[config.mk]
export PLATFORM = sky130hd
export DESIGN_NAME = video_pattern_gen
export DESIGN_NICKNAME = d
export VERILOG_FILES = /design/src/rtl/video_pattern_gen_pkg.sv /design/src/rtl/video_pattern_gen_timing.sv /design/src/rtl/video_pattern_gen.sv
export SDC_FILE = /design/constraint.sdc
export NUM_CORES = 1
export LEC_CHECK = 0
export BUFFER_PORTS_ARGS = -buffer_cell sky130_fd_sc_hd__buf_2
export CAP_MARGIN = 10
export CORE_MARGIN = 5
export CORE_UTILIZATION = 59
export DETAILED_ROUTE_END_ITERATION = 16
export PLACE_DENSITY = 0.81
export SYNTH_ARGS = -nofsm -noshare
export SYNTH_HDL_FRONTEND = slang
export SYNTH_SLANG_ARGS = --single-unit
[constraint.sdc]
create_clock -name i_clk -period 4.47 [get_ports i_clk]
set_input_delay 0.447 -clock i_clk [delete_from_list [all_inputs] [get_ports i_clk]]
set_output_delay 0.447 -clock i_clk [all_outputs]
set_load 0.01 [all_outputs]
[src/rtl/video_pattern_gen_pkg.sv]
// ---------------------------------------------------------------------------
// video_pattern_gen_pkg
//   Shared definitions for the self-timed video source.
//   - Default 720p raster timing.
//   - Test pattern codes.
//   - RGB pixel type and common colours.
//   - Helpers for counter sizing and colour-bar lookup.
//   hdmi_top and any filters placed in front of hdmi_tx can import this
//   package to agree on the raster geometry.
// ---------------------------------------------------------------------------
package video_pattern_gen_pkg;

    // 1280x720 @ 60 Hz raster, CEA-861 style porches
    localparam int TIM_H_ACTIVE = 1280;
    localparam int TIM_H_FP     = 110;
    localparam int TIM_H_SYNC   = 40;
    localparam int TIM_H_BP     = 220;
    localparam int TIM_V_ACTIVE = 720;
    localparam int TIM_V_FP     = 5;
    localparam int TIM_V_SYNC   = 5;
    localparam int TIM_V_BP     = 20;

    // Side length of the moving box pattern, in pixels and lines
    localparam int BOX_SIZE = 64;

    // Counters must hold the box edge arithmetic: a left edge of up to
    // 255*4 = 1020 plus the box size still fits in 11 bits.
    localparam int MIN_CNT_W = 11;

    // Pattern codes; anything above PAT_BOX renders solid black
    typedef enum logic [2:0] {
        PAT_BARS  = 3'd0,
        PAT_RAMP  = 3'd1,
        PAT_CHECK = 3'd2,
        PAT_BOX   = 3'd3
    } pattern_e;

    typedef struct packed {
        logic [7:0] red;
        logic [7:0] green;
        logic [7:0] blue;
    } rgb_t;

    localparam rgb_t RGB_BLACK = '{red: 8'h00, green: 8'h00, blue: 8'h00};
    localparam rgb_t RGB_WHITE = '{red: 8'hFF, green: 8'hFF, blue: 8'hFF};

    // Width of the raster counters: wide enough for either total and
    // never narrower than MIN_CNT_W.
    function automatic int cnt_width(input int h_tot, input int v_tot);
        int w;
        w = MIN_CNT_W;
        if ($clog2(h_tot) > w) w = $clog2(h_tot);
        if ($clog2(v_tot) > w) w = $clog2(v_tot);
        return w;
    endfunction

    // Colour bar lookup. The classic order white, yellow, cyan, green,
    // magenta, red, blue, black falls out of the index bits directly:
    // red is off for bars 2,3,6,7; green off for 4..7; blue off for odd bars.
    function automatic rgb_t bar_colour(input logic [2:0] idx);
        rgb_t c;
        c.red   = {8{~idx[1]}};
        c.green = {8{~idx[2]}};
        c.blue  = {8{~idx[0]}};
        return c;
    endfunction

endpackage

[src/rtl/video_pattern_gen_timing.sv]
// ---------------------------------------------------------------------------
// video_pattern_gen_timing
//   Raster timing generator: horizontal/vertical counters plus the region
//   decodes derived from them. All outputs are combinational views of the
//   current counter state; the parent registers them.
//
//   Ports
//     i_clk          pixel clock
//     i_rst          synchronous active-high reset
//     i_en           1 = run raster, 0 = counters held at origin
//     o_x, o_y       current pixel column / line
//     o_dv           inside the active picture
//     o_hs           inside the horizontal sync region (active high)
//     o_vs           inside the vertical sync lines (active high)
//     o_frame_start  counters sit at (0,0) while running
// ---------------------------------------------------------------------------
module video_pattern_gen_timing
    import video_pattern_gen_pkg::*;
#(
    parameter int H_ACTIVE = TIM_H_ACTIVE,
    parameter int H_FP     = TIM_H_FP,
    parameter int H_SYNC   = TIM_H_SYNC,
    parameter int H_BP     = TIM_H_BP,
    parameter int V_ACTIVE = TIM_V_ACTIVE,
    parameter int V_FP     = TIM_V_FP,
    parameter int V_SYNC   = TIM_V_SYNC,
    parameter int V_BP     = TIM_V_BP,
    parameter int CNT_W    = MIN_CNT_W
) (
    input  logic             i_clk,
    input  logic             i_rst,
    input  logic             i_en,
    output logic [CNT_W-1:0] o_x,
    output logic [CNT_W-1:0] o_y,
    output logic             o_dv,
    output logic             o_hs,
    output logic             o_vs,
    output logic             o_frame_start
);

    localparam int H_TOT = H_ACTIVE + H_FP + H_SYNC + H_BP;
    localparam int V_TOT = V_ACTIVE + V_FP + V_SYNC + V_BP;

    localparam logic [CNT_W-1:0] H_LAST     = CNT_W'(H_TOT - 1);
    localparam logic [CNT_W-1:0] V_LAST     = CNT_W'(V_TOT - 1);
    localparam logic [CNT_W-1:0] H_ACT_END  = CNT_W'(H_ACTIVE);
    localparam logic [CNT_W-1:0] V_ACT_END  = CNT_W'(V_ACTIVE);
    localparam logic [CNT_W-1:0] HS_START   = CNT_W'(H_ACTIVE + H_FP);
    localparam logic [CNT_W-1:0] HS_END     = CNT_W'(H_ACTIVE + H_FP + H_SYNC);
    localparam logic [CNT_W-1:0] VS_START   = CNT_W'(V_ACTIVE + V_FP);
    localparam logic [CNT_W-1:0] VS_END     = CNT_W'(V_ACTIVE + V_FP + V_SYNC);

    logic [CNT_W-1:0] r_h;
    logic [CNT_W-1:0] r_v;

    // Raster counters. Disabling the raster parks them at the origin so
    // that re-enabling always restarts a clean frame at (0,0).
    always_ff @(posedge i_clk) begin
        if (i_rst || !i_en) begin
            r_h <= '0;
            r_v <= '0;
        end else if (r_h == H_LAST) begin
            r_h <= '0;
            r_v <= (r_v == V_LAST) ? '0 : r_v + 1'b1;
        end else begin
            r_h <= r_h + 1'b1;
        end
    end

    // Region decodes. Vertical sync depends only on the line count, so it
    // naturally covers whole lines and changes together with the h wrap.
    assign o_x           = r_h;
    assign o_y           = r_v;
    assign o_dv          = (r_h < H_ACT_END) && (r_v < V_ACT_END);
    assign o_hs          = (r_h >= HS_START) && (r_h < HS_END);
    assign o_vs          = (r_v >= VS_START) && (r_v < VS_END);
    assign o_frame_start = i_en && (r_h == '0) && (r_v == '0);

endmodule

[src/rtl/video_pattern_gen.sv]
// ---------------------------------------------------------------------------
// video_pattern_gen
//   Self-timed video source producing raster timing and a selectable test
//   pattern on the same parallel RGB/dv/hs/vs interface that hdmi_tx uses.
//   Every output is registered, one clock behind the raster counters.
//
//   Ports
//     i_clk          pixel clock
//     i_rst          synchronous active-high reset
//     i_en           1 = run raster, 0 = idle with counters at origin
//     i_pattern_sel  pattern code, taken only at the start of a frame
//                    0 bars, 1 grey ramp, 2 checkerboard, 3 moving box,
//                    4..7 solid black
//     o_tx_red       red pixel data
//     o_tx_green     green pixel data
//     o_tx_blue      blue pixel data
//     o_tx_dv        high during active pixels
//     o_tx_hs        horizontal sync, active level HS_POL
//     o_tx_vs        vertical sync, active level VS_POL
//     o_frame_start  one-cycle pulse alongside pixel (0,0)
// ---------------------------------------------------------------------------
module video_pattern_gen
    import video_pattern_gen_pkg::*;
#(
    parameter int H_ACTIVE = TIM_H_ACTIVE,
    parameter int H_FP     = TIM_H_FP,
    parameter int H_SYNC   = TIM_H_SYNC,
    parameter int H_BP     = TIM_H_BP,
    parameter int V_ACTIVE = TIM_V_ACTIVE,
    parameter int V_FP     = TIM_V_FP,
    parameter int V_SYNC   = TIM_V_SYNC,
    parameter int V_BP     = TIM_V_BP,
    parameter bit HS_POL   = 1'b1,
    parameter bit VS_POL   = 1'b1
) (
    input  logic       i_clk,
    input  logic       i_rst,
    input  logic       i_en,
    input  logic [2:0] i_pattern_sel,
    output logic [7:0] o_tx_red,
    output logic [7:0] o_tx_green,
    output logic [7:0] o_tx_blue,
    output logic       o_tx_dv,
    output logic       o_tx_hs,
    output logic       o_tx_vs,
    output logic       o_frame_start
);

    localparam int H_TOT = H_ACTIVE + H_FP + H_SYNC + H_BP;
    localparam int V_TOT = V_ACTIVE + V_FP + V_SYNC + V_BP;
    localparam int CNT_W = cnt_width(H_TOT, V_TOT);
    localparam int BAR_W = H_ACTIVE / 8;

    localparam bit HS_IDLE = ~HS_POL;
    localparam bit VS_IDLE = ~VS_POL;

    localparam logic [CNT_W-1:0] BOX_LEN = CNT_W'(BOX_SIZE);

    // Raster state from the timing generator
    logic [CNT_W-1:0] w_x;
    logic [CNT_W-1:0] w_y;
    logic             w_dv;
    logic             w_hs;
    logic             w_vs;
    logic             w_frame_start;

    // Per-frame pattern state
    logic [2:0]       r_sel;
    logic [7:0]       r_frame_cnt;
    logic [9:0]       r_box_left;

    // Output register stage
    rgb_t             r_rgb;
    logic             r_dv;
    logic             r_hs;
    logic             r_vs;
    logic             r_frame_start;

    // Pattern datapath
    logic [2:0]       w_sel;
    logic [9:0]       w_box_left;
    logic [CNT_W-1:0] w_box_lo;
    logic [CNT_W-1:0] w_box_hi;
    logic             w_in_box;
    logic [2:0]       w_bar_idx;
    rgb_t             w_rgb;

    video_pattern_gen_timing #(
        .H_ACTIVE (H_ACTIVE),
        .H_FP     (H_FP),
        .H_SYNC   (H_SYNC),
        .H_BP     (H_BP),
        .V_ACTIVE (V_ACTIVE),
        .V_FP     (V_FP),
        .V_SYNC   (V_SYNC),
        .V_BP     (V_BP),
        .CNT_W    (CNT_W)
    ) u_timing (
        .i_clk         (i_clk),
        .i_rst         (i_rst),
        .i_en          (i_en),
        .o_x           (w_x),
        .o_y           (w_y),
        .o_dv          (w_dv),
        .o_hs          (w_hs),
        .o_vs          (w_vs),
        .o_frame_start (w_frame_start)
    );

    // At pixel (0,0) the frame's pattern and box position are being latched
    // on this very edge, so that pixel must already use the incoming values
    // rather than last frame's registered copies.
    assign w_sel      = w_frame_start ? i_pattern_sel : r_sel;
    assign w_box_left = w_frame_start ? {r_frame_cnt, 2'b00} : r_box_left;

    assign w_box_lo = CNT_W'(w_box_left);
    assign w_box_hi = w_box_lo + BOX_LEN;
    assign w_in_box = (w_x >= w_box_lo) && (w_x < w_box_hi) && (w_y < BOX_LEN);

    // Bar index by threshold comparison instead of a divide. Any pixels
    // left over when H_ACTIVE is not a multiple of 8 stay in bar 7.
    always_comb begin
        w_bar_idx = 3'd0;
        for (int k = 1; k < 8; k++) begin
            if (w_x >= CNT_W'(k * BAR_W)) begin
                w_bar_idx = 3'(k);
            end
        end
    end

    // Pixel colour for the current raster position; blanking is always black
    always_comb begin
        w_rgb = RGB_BLACK;
        if (w_dv) begin
            case (w_sel)
                PAT_BARS:  w_rgb = bar_colour(w_bar_idx);
                PAT_RAMP:  w_rgb = '{red: w_x[7:0], green: w_x[7:0], blue: w_x[7:0]};
                PAT_CHECK: if (w_x[5] ^ w_y[5]) w_rgb = RGB_WHITE;
                PAT_BOX:   if (w_in_box) w_rgb = RGB_WHITE;
                default:   w_rgb = RGB_BLACK;
            endcase
        end
    end

    // Output registers and per-frame state. Dropping enable idles the
    // outputs but keeps the frame counter and pattern selection, so the box
    // keeps moving from where it was; only reset clears them.
    always_ff @(posedge i_clk) begin
        if (i_rst) begin
            r_rgb         <= RGB_BLACK;
            r_dv          <= 1'b0;
            r_hs          <= HS_IDLE;
            r_vs          <= VS_IDLE;
            r_frame_start <= 1'b0;
            r_sel         <= 3'd0;
            r_frame_cnt   <= 8'd0;
            r_box_left    <= 10'd0;
        end else if (!i_en) begin
            r_rgb         <= RGB_BLACK;
            r_dv          <= 1'b0;
            r_hs          <= HS_IDLE;
            r_vs          <= VS_IDLE;
            r_frame_start <= 1'b0;
        end else begin
            r_rgb         <= w_rgb;
            r_dv          <= w_dv;
            r_hs          <= w_hs ? HS_POL : HS_IDLE;
            r_vs          <= w_vs ? VS_POL : VS_IDLE;
            r_frame_start <= w_frame_start;
            if (w_frame_start) begin
                r_sel       <= i_pattern_sel;
                r_frame_cnt <= r_frame_cnt + 8'd1;
                r_box_left  <= w_box_left;
            end
        end
    end

    assign o_tx_red      = r_rgb.red;
    assign o_tx_green    = r_rgb.green;
    assign o_tx_blue     = r_rgb.blue;
    assign o_tx_dv       = r_dv;
    assign o_tx_hs       = r_hs;
    assign o_tx_vs       = r_vs;
    assign o_frame_start = r_frame_start;

endmodule

# ---- Yosys cells after proc, flatten, opt, wreduce, memory -nomap -nowiden
# Cells that the tools add are included.
dict set report op_classes {
  addsub 4
  magnitude_cmp 16
  n_eq_ne 5
  muxes 15
  n_bitwise 6
  reduce_logical 16
}
# op n
set ops {}
lappend ops {{$pmux W24 S4} 1}
lappend ops {{$mux W24} 2}
lappend ops {{$ge A11 B10 Y1 const B} 4}
lappend ops {{$add A11 B1 Y11 const B} 2}
lappend ops {{$ge A11 B11 Y1 const B} 2}
lappend ops {{$ge A11 B9 Y1 const B} 2}
lappend ops {{$logic_not A11 Y1} 2}
lappend ops {{$lt A11 B10 Y1 const B} 2}
lappend ops {{$lt A11 B11 Y1 const B} 2}
lappend ops {{$mux W3} 7}
lappend ops {{$add A10 B7 Y11 const B} 1}
lappend ops {{$eq A11 B10 Y1 const B} 1}
lappend ops {{$eq A11 B11 Y1 const B} 1}
lappend ops {{$ge A11 B10 Y1} 1}
lappend ops {{$ge A11 B8 Y1 const B} 1}
lappend ops {{$lt A11 B11 Y1} 1}
lappend ops {{$lt A11 B7 Y1 const B} 1}
lappend ops {{$mux W11} 1}
lappend ops {{$mux W10} 1}
lappend ops {{$add A8 B1 Y8 const B} 1}
lappend ops {{$logic_and A1 B1 Y1} 7}
lappend ops {{$eq A3 B2 Y1 const B} 2}
lappend ops {{$not A1 Y1} 5}
lappend ops {{$reduce_or A2 Y1} 2}
lappend ops {{other kinds (8)} 10}
dict set report totals {
  regBits 71
  in_bits 6
  output_inout_bits 28
  word_cells 74
}

# ---- Longest topological paths before layout
dict set report depth {
  ltp_word 10
  mapped_depth 18
  ltp_nobuf 16
}

# ---- By module
# A second synthesis with hierarchy kept.
dict set report unflattened {
  hier_cells 446
  area_unflattened_um2 3901.2
}
# mod instances cells_per_inst area_per_inst_um2 seq_area_each_um2
set modules_own_cells {}
lappend modules_own_cells {video_pattern_gen 1 293 2618.8 980.9}
lappend modules_own_cells {video_pattern_gen_timing 1 153 1282.5 440.4}

# ---- Worst setup path before layout
# No wires, ideal clock.
dict set report synth_timing {
  kind {register -> register}
  from {register u_timing.r_v[1] (netlist: u_timing.o_y[1])}
  to {register r_rgb, in the netlist o_tx_blue[3]}
  setup_time_ns 0.065
  t_arrival_ns 3.915
  required_ns 4.405
  path_slack_ns 0.490
  path_stages_with_launch 18
  path_buffers 2
  cell_sequence {dfxtp_1 > inv_1 > ha_1 > nor4bb_1 > nand4_2 > nor2_2 > buf_12 > mux2i_1 > inv_1 > ha_1 > xor2_1 > ha_1 > a22o_1 > o41a_2 > a2111oi_4 > o211ai_4 > buf_6 > nand3_1}
}
dict set report synth_between {
  elab_chain_len 9
  elab_cells_between_ends 20
}
# element line
set synth_rtl {}
lappend synth_rtl {{start: declaration} video_pattern_gen_timing.sv:54} ;# logic [CNT_W-1:0] r_v;
lappend synth_rtl {{start signal: assignment} video_pattern_gen_timing.sv:64} ;# r_v <= (r_v == V_LAST) ? '0 : r_v + 1'b1;
lappend synth_rtl {{$logic_not A11 Y1 (*)} video_pattern_gen_timing.sv:77} ;# assign o_frame_start = i_en && (r_h == '0) && (r_v == '0);
lappend synth_rtl {{$logic_and A1 B1 Y1 (*)} video_pattern_gen_timing.sv:77}
lappend synth_rtl {{$mux W10 (*)} video_pattern_gen.sv:114} ;# assign w_box_left = w_frame_start ? {r_frame_cnt, 2'b00} : r_box_left;
lappend synth_rtl {{named net w_box_left[6]} video_pattern_gen.sv:81} ;# logic [9:0] w_box_left;
lappend synth_rtl {{$add A10 B7 Y11} video_pattern_gen.sv:117} ;# assign w_box_hi = w_box_lo + BOX_LEN;
lappend synth_rtl {{$lt A11 B11 Y1} video_pattern_gen.sv:118} ;# assign w_in_box = (w_x >= w_box_lo) && (w_x < w_box_hi) && (w_y < BOX_LEN);
lappend synth_rtl {{$logic_and A1 B1 Y1 (*) (2 in series)} video_pattern_gen.sv:118}
lappend synth_rtl {{$mux W24 (*)} video_pattern_gen.sv:139} ;# PAT_BOX: if (w_in_box) w_rgb = RGB_WHITE;
lappend synth_rtl {{$pmux W24 S4 (*)} video_pattern_gen.sv:135} ;# case (w_sel)
lappend synth_rtl {{end signal: assignment} video_pattern_gen.sv:165} ;# r_rgb <= w_rgb;
lappend synth_rtl {{end: declaration} video_pattern_gen.sv:73} ;# rgb_t r_rgb;
# The timed path passes the listed nets; every way through them passes the cells marked *.
# A chain may end at the register's enable or synchronous reset.

# ---- Final worst setup path
dict set report layout_timing {
  from {register u_timing.r_v[1] (netlist: u_timing.o_y[1])}
  to {register r_rgb, in the netlist o_tx_green[6]}
}
# The elaborated chain is that of the path after synthesis.

==> impl_metrics.py <==
metrics = {
    "sta": {
        "totalNegativeSetupSlack_ns": 0,
        "final.period_utilization": 0.933,
        "grt_setup_unrepaired": "no",
        "timing_max_transition_violations_final": 0,
        "slew_headroom": 0.558,
        "finalSetupViolCount": 0,
        "worst-slew-pin-transition_ns": 0.655,
        "hold_violations": 0,
        "fmax_mhz": 240,
        "final_period_minus_worst_setup_slack_ns": 4.17,
        "clock_skew_ns": 0.0104,
    },
    "logic_synthesis": {
        "synth.avg_cell_area_um2": 9.39,
        "synth.ff_latch_count": 71,
        "netlist_area_um2": 3540,
        "yosys.area_share.xor_xnor": 0.0619,
        "synth-compound-area-share": 0.116,
        "synthSimpleGateAreaFrac": 0.247,
        "synth_fa_ha_area_frac": 0.0841,
        "yosysMostFrequentCell": "dfxtp_1",
        "number_of_enable_flip_flop_cells_after_synthesis": 0,
        "combinational_family_with_the_most_area_after_synthesis": "simple AND/OR/NAND/NOR gates",
        "syn_inst": 377,
        "mappedNetlistNets": 406,
        "netlist_top_cells_count": "dfxtp_1 (71), nor2_1 (48), nand3_1 (34)",
        "yosys.cell_types.count": 65,
        "synth_top_cell_by_area": "dfxtp_1",
        "synth_top_area_frac": 0.402,
        "synth.yosys.seq_area_share": 0.402,
        "yosys-mux-area-fraction": 0.0311,
        "dominant_synthesized_flop_cell": "dfxtp_1",
        "synth_top_cells_by_area": "dfxtp_1 (40%), ha_1 (8.1%), nor2_1 (5.1%), nand3_1 (4.8%), xor2_1 (4.2%)",
        "synth-async-reset-ratio": 0,
        "ys_warn_count": 0,
    },
    "power": {
        "overall_power_of_the_completed_layout_uw": 1270,
        "switching_power_uw": 317,
        "power_density_nw_per_um2": 320,
        "power.share.clock": 0.398,
        "sequentialPowerShare": 0.522,
        "intPower_uw": 953,
        "leakage_uw": 0.00174,
        "power.share.combinational": 0.080,
        "swShare": 0.250,
        "peakVddDrop_mv": 0.268,
    },
    "placed_design": {
        "placed_cells": 483,
        "dp_hpwl_um": 5640,
        "place_congestion": 0.956,
        "io_buffers": 33,
        "placedInstanceArea_um2": 3750,
    },
    "worst_setup_path": {
        "critical_path_required_ns": 4.76,
        "worst_setup_path_start_kind": "register",
        "critical_path_peak_fanout": 12,
        "worstPathBufferInverterCount": 2,
        "critical-path-max-stage-delay_ns": 0.47,
        "timing.rr.end": "o_tx_green[6]$_SDFF_PP0_",
        "cp_common_cell": "ha_1",
        "timing.reg2reg.worst_path_depth": 15,
        "worstPathCellList": "inv_1, ha_1, nor4bb_1, nand4_2, nor2_2, mux2i_1, inv_1, ha_1, xor2_1, ha_1, a22o_1, o41a_2, a2111oi_4, o211ai_2, nand3_1",
        "crit_path_end_kind": "register",
        "arrival_ns": 4.46,
        "regToRegSetupSlack_ns": 0.30,
        "gate_family_responsible_for_the_most_delay_along_the_worst_path": "compound AO/OA/AOI/OAI gates",
        "rr_startpoint": "u_timing.o_y[1]$_SDFFE_PP0P_",
        "worst-setup-path-type": "register to register",
        "cp_slowest_cell": "o41a_2",
    },
    "cells_and_area": {
        "num-nets-final": 449,
        "final_area_um2": 3960,
        "drive_gt1_frac": 0.205,
        "syn_to_final_growth_pct": 12.0,
        "antenna-diode-count": 0,
        "fin_cells": 500,
        "final_core_util": 0.673,
    },
    "die": {
        "design.portCount": 34,
        "dieWidth_um": 87.5,
        "fp-row-count": 28,
        "die_area_um2": 7650,
        "core_area_um2": 5890,
        "die_h_um": 87.5,
        "initial_utilization": 0.601,
    },
    "cts": {
        "postCtsHoldBufs": 0,
        "clk_pin_slew_worst_paths_ns": 0.08,
        "clock_tree.root_cell": "clkbuf_8",
        "clock_tree_from_tritoncts": "yes",
        "clock_sinks": 71,
        "cts_buffers": 9,
        "htree_num_levels": 3,
        "ctsLongestPathBuffers": 2,
        "cts_repair_resize_count": 0,
        "worst_skew_pair.late_latency_ns": 0.35,
        "cts_setup_buffers": 0,
    },
    "grt": {
        "largest_net_degree_at_the_start_of_global_routing": 25,
        "grt_overflow_total": 0,
        "grt_pass1_vias": 2836,
        "global_route.usage.total": 0.223,
        "antenna_found_initial": 0,
        "grt_first_pass_wirelength_um": 13400,
    },
    "drt": {
        "drt_pre_antenna_iters": 4,
        "drt_wl_total_um": 7850,
        "final_antenna_net_count": 0,
        "remaining_drc_errors": 0,
        "num_vias": 2925,
        "drt-vias-per-instance": 5.85,
        "avgRoutedWirePerCell_um": 15.7,
        "drt_iter0_markers": 238,
    },
    "hold_path": {
        "hold-path-cell-count": 3,
        "hold_end": "r_sel[0]$_SDFFE_PP0P_",
        "hold_path_startpoint": "i_pattern_sel[0]",
        "worst_hold_path_type": "input port to register",
    },
    "run_status": {
        "status": "complete, no violations",
    },
    "run": {
        "cap_violations": 0,
    },
}
metal layers:
metal	track usage	routed length (µm)	up-vias
li1	-	-	1422
met1	0.286	3480	1390
met2	0.350	3680	95
met3	0.0539	462	18
met4	0.112	230	0
met5	0	0	-
placed cells by master, fill, tap and decap left out, types with 2 or more instances in the layout:
| cell | synthesis | final |
|---|---|---|
| a211oi_1 | 3 | 3 |
| a21oi_1 | 11 | 11 |
| a21oi_2 | 3 | 3 |
| a31oi_1 | 2 | 2 |
| and2_1 | 2 | 2 |
| and3_1 | 7 | 7 |
| and4_1 | 2 | 2 |
| buf_2 | 2 | 33 |
| buf_4 | 3 | 14 |
| clkbuf_8 | 0 | 9 |
| clkinv_2 | 0 | 2 |
| clkinv_4 | 0 | 3 |
| dfxtp_1 | 71 | 71 |
| ha_1 | 23 | 23 |
| inv_1 | 15 | 15 |
| mux2i_1 | 11 | 11 |
| nand2_1 | 26 | 26 |
| nand2b_1 | 2 | 2 |
| nand3_1 | 34 | 34 |
| nand4_1 | 7 | 7 |
| nor2_1 | 48 | 48 |
| nor2b_1 | 7 | 7 |
| nor3_1 | 4 | 4 |
| nor4_1 | 3 | 3 |
| nor4_2 | 2 | 2 |
| o211ai_2 | 1 | 2 |
| o21ai_0 | 9 | 9 |
| o21ai_1 | 2 | 2 |
| o21ai_2 | 2 | 2 |
| or3_1 | 4 | 4 |
| or4_1 | 3 | 3 |
| xnor2_1 | 8 | 8 |
| xor2_1 | 17 | 17 |
worst max path at each step:
stage | from | endpoint | slack, ns | depth (start not counted)
3_5_place_dp | u_timing.o_y[0]$_SDFFE_PP0P_ | o_tx_green[4]$_SDFF_PP0_ | 0.28 | 15
3_3_place_gp | i_en | o_tx_red[1]$_SDFF_PP0_ | 0.49 | 14
5_1_grt | u_timing.o_y[1]$_SDFFE_PP0P_ | o_tx_blue[3]$_SDFF_PP0_ | 0.10 | 15
6_report | u_timing.o_y[1]$_SDFFE_PP0P_ | o_tx_green[6]$_SDFF_PP0_ | 0.30 | 15
2_1_floorplan | u_timing.o_y[1]$_SDFFE_PP0P_ | o_tx_blue[3]$_SDFF_PP0_ | 0.49 | 17
4_1_cts | u_timing.o_y[1]$_SDFFE_PP0P_ | o_tx_green[4]$_SDFF_PP0_ | 0.30 | 15
metrics by stage:
stage	hold slack [ns]	setup WS (ns)
3_5_place_dp	0.500	0.283
4_1_cts	0.385	0.305
5_1_grt	0.416	0.103
2_1_floorplan	0.456	0.490
3_3_place_gp	0.487	0.493
6_report	0.389	0.299
cell families (layout without fill, tap and decap cells):
kind of cell,count (synthesis),after routing
buffers and inverters,31,78
xor gates and xnor gates,25,25
muxes,11,11
and+or+nand+nor,166,166
adders and majority gates,24,24
DFF,71,71
AOI/OAI and AO/OA,49,50
cell type report:
cell class                      instances  area, µm²
Multi-Input combinational cell        276       1920
Fill cell                             457       1920
Sequential cell                        71       1420
Timing Repair Buffer                   47        270
Clock buffer                            9        124
Tap cell                               75       93.8
Clock inverter                          7       73.8
Inverter                               15       56.3
state kept, by name, indices dropped and copies added (netlist names):
signal / flops
o_tx_green: 8
u_timing.o_y: 11
u_timing.o_x: 11
o_tx_hs: 1
r_sel: 3
o_tx_vs: 1
o_tx_red: 8
o_tx_dv: 1
r_frame_cnt: 8
r_box_left: 10
o_tx_blue: 8
o_frame_start: 1
power by group through the flow:
stage	sequential [µW]	clock, µW	combinational (µW)
after global routing	665	544	112
after global placement	676	0	98.2
after detailed placement	677	0	101
after floorplan	685	0	61.5
final	663	505	102
after CTS	662	515	101
worst reg2reg max path: cells and delay by family, from the launching register on:
kind | cells | cell delay (ns)
multiplexers | 1 | 0.24
AO/OA/AOI/OAI | 4 | 1.44
buffers and inverters | 2 | 0.22
XOR/XNOR | 1 | 0.17
adder cells (fa/ha/maj) | 3 | 0.70
flip-flops | 1 | 0.35
AND/OR/NAND/NOR | 4 | 0.98
Note: power is estimated with default switching activity, not from simulation.
